<file path="src/rtl/regfile_write_arbiter.sv">
// regfile_write_arbiter
// Shares the register file's single write port between the writeback stage
// and the multiply/divide unit. One MDU result can be parked in a buffer; a
// per-register scoreboard tracks MDU destinations that are still in flight,
// and a starvation counter forces the parked result through once writeback
// has won the port for too long.
module regfile_write_arbiter #(
   parameter int DATA_WIDTH   = 32,
   parameter int ADDR_WIDTH   = 5,
   parameter int STARVE_LIMIT = 4
) (
   input  logic                  clk,
   input  logic                  rst,
   input  logic                  wb_we,
   input  logic [ADDR_WIDTH-1:0] wb_addr,
   input  logic [DATA_WIDTH-1:0] wb_data,
   output logic                  wb_stall,
   input  logic                  mdu_issue,
   input  logic [ADDR_WIDTH-1:0] mdu_issue_addr,
   input  logic                  mdu_valid,
   output logic                  mdu_ready,
   input  logic [ADDR_WIDTH-1:0] mdu_addr,
   input  logic [DATA_WIDTH-1:0] mdu_data,
   input  logic [ADDR_WIDTH-1:0] rs_addr,
   input  logic [ADDR_WIDTH-1:0] rt_addr,
   output logic                  rs_busy,
   output logic                  rt_busy,
   output logic                  WE3,
   output logic [ADDR_WIDTH-1:0] A3,
   output logic [DATA_WIDTH-1:0] WD3
);

   localparam int DEPTH = 1 << ADDR_WIDTH;

   logic                  buf_valid_r;
   logic [ADDR_WIDTH-1:0] buf_addr_r;
   logic [DATA_WIDTH-1:0] buf_data_r;
   logic [3:0]            starve_cnt_r;
   logic [DEPTH-1:0]      sb_r;

   logic                  force_s;
   logic                  mdu_grant_s;
   logic                  wb_grant_s;
   logic                  accept_s;
   logic [DEPTH-1:0]      sb_set_s;
   logic [DEPTH-1:0]      sb_clr_s;
   logic [DEPTH-1:0]      sb_next_s;

   assign accept_s  = mdu_valid & ~buf_valid_r;
   assign mdu_ready = ~buf_valid_r;
   assign rs_busy   = sb_r[rs_addr];
   assign rt_busy   = sb_r[rt_addr];

   // Write-port arbitration: a starved buffer beats writeback, otherwise writeback first.
   always_comb begin
      force_s     = buf_valid_r & (starve_cnt_r >= 4'(STARVE_LIMIT));
      mdu_grant_s = 1'b0;
      wb_grant_s  = 1'b0;
      wb_stall    = 1'b0;
      A3          = '0;
      WD3         = '0;
      if (!rst) begin
         // Port stays quiet while reset is held, whatever writeback presents.
         force_s = 1'b0;
      end else if (force_s) begin
         mdu_grant_s = 1'b1;
         wb_stall    = 1'b1;
         A3          = buf_addr_r;
         WD3         = buf_data_r;
      end else if (wb_we) begin
         wb_grant_s  = 1'b1;
         A3          = wb_addr;
         WD3         = wb_data;
      end else if (buf_valid_r) begin
         mdu_grant_s = 1'b1;
         A3          = buf_addr_r;
         WD3         = buf_data_r;
      end else begin
         mdu_grant_s = 1'b0;
      end
      // Register 0 is hardwired; a grant to it completes without a write.
      WE3 = (mdu_grant_s | wb_grant_s) & (A3 != '0);
   end

   // Scoreboard next state: issue sets, MDU grant clears, set wins, entry 0 pinned low.
   always_comb begin
      sb_set_s                 = '0;
      sb_clr_s                 = '0;
      sb_set_s[mdu_issue_addr] = mdu_issue & (mdu_issue_addr != '0);
      sb_clr_s[buf_addr_r]     = mdu_grant_s;
      sb_next_s                = (sb_r & ~sb_clr_s) | sb_set_s;
      sb_next_s[0]             = 1'b0;
   end

   // Result buffer: drain on MDU grant, load on accept (never both in one cycle).
   always_ff @(posedge clk or negedge rst) begin
      if (!rst) begin
         buf_valid_r <= 1'b0;
         buf_addr_r  <= '0;
         buf_data_r  <= '0;
      end else if (mdu_grant_s) begin
         buf_valid_r <= 1'b0;
      end else if (accept_s) begin
         buf_valid_r <= 1'b1;
         buf_addr_r  <= mdu_addr;
         buf_data_r  <= mdu_data;
      end
   end

   // Starvation counter: counts writeback wins over a waiting result, saturating at 15.
   always_ff @(posedge clk or negedge rst) begin
      if (!rst) begin
         starve_cnt_r <= 4'd0;
      end else if (!buf_valid_r || mdu_grant_s) begin
         starve_cnt_r <= 4'd0;
      end else if (wb_grant_s && (starve_cnt_r != 4'd15)) begin
         starve_cnt_r <= starve_cnt_r + 4'd1;
      end
   end

   // Scoreboard register.
   always_ff @(posedge clk or negedge rst) begin
      if (!rst) begin
         sb_r <= '0;
      end else begin
         sb_r <= sb_next_s;
      end
   end

endmodule

</file>
<file path="config.mk">
export PLATFORM = sky130hd
export DESIGN_NAME = regfile_write_arbiter
export DESIGN_NICKNAME = d
export VERILOG_FILES = /design/src/rtl/regfile_write_arbiter.sv
export SDC_FILE = /design/constraint.sdc
export NUM_CORES = 1
export LEC_CHECK = 0
export ABC_AREA = 1
export ABC_CLOCK_PERIOD_IN_PS = 1700
export BUFFER_PORTS_ARGS = -buffer_cell sky130_fd_sc_hd__buf_2
export CORE_MARGIN = 2
export CORE_UTILIZATION = 52
export CTS_BUF_LIST = sky130_fd_sc_hd__clkbuf_8
export DETAILED_ROUTE_END_ITERATION = 6
export HOLD_SLACK_MARGIN = 0.1
export PLACE_DENSITY_LB_ADDON = 0.2
export SYNTH_ARGS = -nofsm -noshare
export SYNTH_HDL_FRONTEND = slang
export SYNTH_SLANG_ARGS = --single-unit
</file>
<file path="constraint.sdc">
create_clock -name clk -period 1.7 [get_ports clk]
set_input_delay 0.255 -clock clk [delete_from_list [all_inputs] [get_ports clk]]
set_output_delay 0.255 -clock clk [all_outputs]
set_load 0.01 [all_outputs]
</file>
==> impl_metrics.ini <==
[sta]
rsz0062_at_grt = yes
timing.final.crit_share = 1.14
holdWs_ns = 0.120
hold_violations = 0
finalCriticalPeriod_ns = 1.94
fin_ws_ns = -0.242
fmax_ghz = 0.515
skew_ns = 0.00915
max-slew-margin-rel = 0.495
tightest_slew_ns = 0.758
setup_violations = 55
report.final.slew_viol_count = 0

[place]
dpl_cell_area_um2 = 4870
dp_hpwl_um = 8490
gp_congestion = 0.874
io_buffers = 135

[floorplanning]
boundaryPins = 136
die_area_um2 = 8490
die_h_um = 92.1
die_w_um = 92.1
rows = 32
start_util = 0.531
core-area_um2 = 7610

[clock_tree]
cts.sink_count = 73
cts_buffers = 9
ctsLongestPathBuffers = 2
cts_max_level = 3
clk_pin_slew_worst_paths_ns = 0.09
cts_root_buf = clkbuf_8
clk_latency_ns = 0.36
cts_tree = done

[power]
ir_drop_mv = 0.875
power.total_mw = 7.64
p_per_area_nw_per_um2 = 1410
leakagePower_nw = 2.73

[global_routing]
antenna_found_initial = 0
overflow = 0
grt_max_degree = 64
grt_pass1_vias = 3892
grt_pass1_wl_um = 18200
track_usage = 0.272

[yosys]
ys_seq_elements = 73
synthCells = 476
ys_seq_area_frac = 0.452
ys_dominant_reg_cell = dfrtp_1
syn_area_per_cell_um2 = 8.49
ys_warn_count = 0
synth_edf_count = 0
async_flop_share = 1.00
yosysUniqueCellTypes = 27
synth_area_um2 = 4040
syn_nets = 571

[routing]
drt_iter0_markers = 226
ant_nets = 0
routedWlPerCell_um = 16.4
vias = 4138
firstDrtPassIters = 7
avgViaCountPerCell = 5.61
postRouteWirelength_um = 12100
drc = 0

[finish]
layout-drive-gt1-share = 0.403
antenna_cells = 0
synthToLayoutAreaGrowth_pct = 34.4
fillers = 569
final_common_cell = buf_2
mostFrequentLayoutCells = buf_2, nand2_1, dfrtp_1
fin_area_um2 = 5430
nNetsFinal = 726

[worst_setup_path]
reg2reg_slack_ns = -0.07
worstPathRequired_ns = 1.44
cp-end-kind = primary output
arrival_ns = 1.69
critPathLaunchType = flip-flop
r2r_start = starve_cnt_r[2]
reg2reg_depth = 10
worstReg2RegEnd = sb_r[19]
path_max_fanout = 14
worst-setup-path-type = flip-flop to primary output

[job]
drv_cap = 0

[status]
violations = setup timing
outcome = finished with violations

[min_path]
min_path_type = primary input to asynchronous set/reset pin
==> registers in the layout, indices dropped and copies added (netlist names) <==
signal and cells:
buf_data_r 32, sb_r 31, buf_addr_r 5, starve_cnt_r 4, buf_valid_r 1
==> critical path, cell delays in order (launching register included) <==
cell	delay, ns
dfrtp_1	0.43
nor2_4	0.16
nand2_2	0.09
nand2_4	0.11
nor2_4	0.06
buf_12	0.15
a22o_1	0.19
buf_2	0.14
==> how the worst max path moves through the flow <==
stage / slack, ns / endpoint / cells after the start / startpoint
6_report: -0.24 / WD3[23] / 7 / starve_cnt_r[2]
5_1_grt: -0.32 / WD3[6] / 7 / starve_cnt_r[2]
4_1_cts: -0.23 / WD3[29] / 6 / starve_cnt_r[3]
3_5_place_dp: 0.09 / WD3[18] / 7 / starve_cnt_r[2]
3_3_place_gp: 0.14 / WD3[31] / 7 / starve_cnt_r[2]
2_1_floorplan: 0.20 / WE3 / 7 / starve_cnt_r[2]
==> timing repair <==
action,4_1_cts,5_1_grt
hold buffers,1,1
endpoints found under the setup margin,38,63
hold endpoints to repair,10,3
cloned,1,1
pin swaps,10,11
resized for setup,8,44
setup buffers,4,12
==> power breakdown <==
part / leakage (nW) / internal (mW) / switching (mW)
Sequential: 0.859 / 2.54 / 0.700
Clock: 0.106 / 0.838 / 0.695
Combinational: 1.76 / 1.37 / 1.49
==> cell usage after synthesis, types with 2 or more instances <==
cell type    n  area (um2)
nand2_1    110         413
dfrtp_1     73        1830
nand3_1     68         340
o21ai_1     34         170
a22o_1      32         280
mux2_2      32         360
inv_1       30         113
o21ai_0     26         130
buf_2       16        80.1
nor2_1      16        60.1
a21oi_1      7        35.0
nand4_1      6        37.5
inv_2        5        18.8
nand3_2      4        40.0
buf_4        2        15.0
nand2_2      2        12.5
nor2_2       2        12.5
nor3_1       2        10.0
==> per-layer routing <==
layer	routed length, um	share of wire	global-route usage	vias to the layer above
met4	250	0.021	0.113	0
li1	-	-	-	1964
met2	6260	0.52	0.471	185
met3	888	0.073	0.0567	30
met1	4700	0.39	0.328	1959
met5	0	0	0	-
==> kinds of logic (layout without fill, tap and decap cells) <==
logic type / count (synthesis) / in the layout / share of synthesized area
AO/OA/AOI/OAI: 99 / 99 / 0.152
XOR/XNOR: 1 / 1 / 0.00217
adder cells (fa/ha/maj): 1 / 1 / 0.00310
buffers and inverters: 56 / 215 / 0.0607
flip-flops: 73 / 73 / 0.452
multiplexers: 32 / 32 / 0.0892
AND/OR/NAND/NOR: 214 / 215 / 0.240
==> cell type report <==
| class | instances | area, um2 | share of cell area |
|---|---|---|---|
| Clock buffer | 9 | 124 | 0.0228 |
| Sequential cell | 73 | 1830 | 0.337 |
| Multi-Input combinational cell | 348 | 2120 | 0.390 |
| Tap cell | 102 | 128 | 0.0235 |
| Timing Repair Buffer | 164 | 1000 | 0.185 |
| Inverter | 35 | 131 | 0.0242 |
| Clock inverter | 7 | 101 | 0.0187 |
==> through the flow <==
step                      setup slack [ns]  TNS (ns)  cells   util
final                               -0.242     -8.23    738  0.714
after CTS                           -0.228     -7.58    724  0.678
after floorplan                      0.204         0    476      -
after global routing                -0.319    -13.70    738  0.714
after detailed placement            0.0932         0    704  0.640
after global placement               0.139         0    704  0.640
Note: power is estimated with default switching activity, not from simulation.
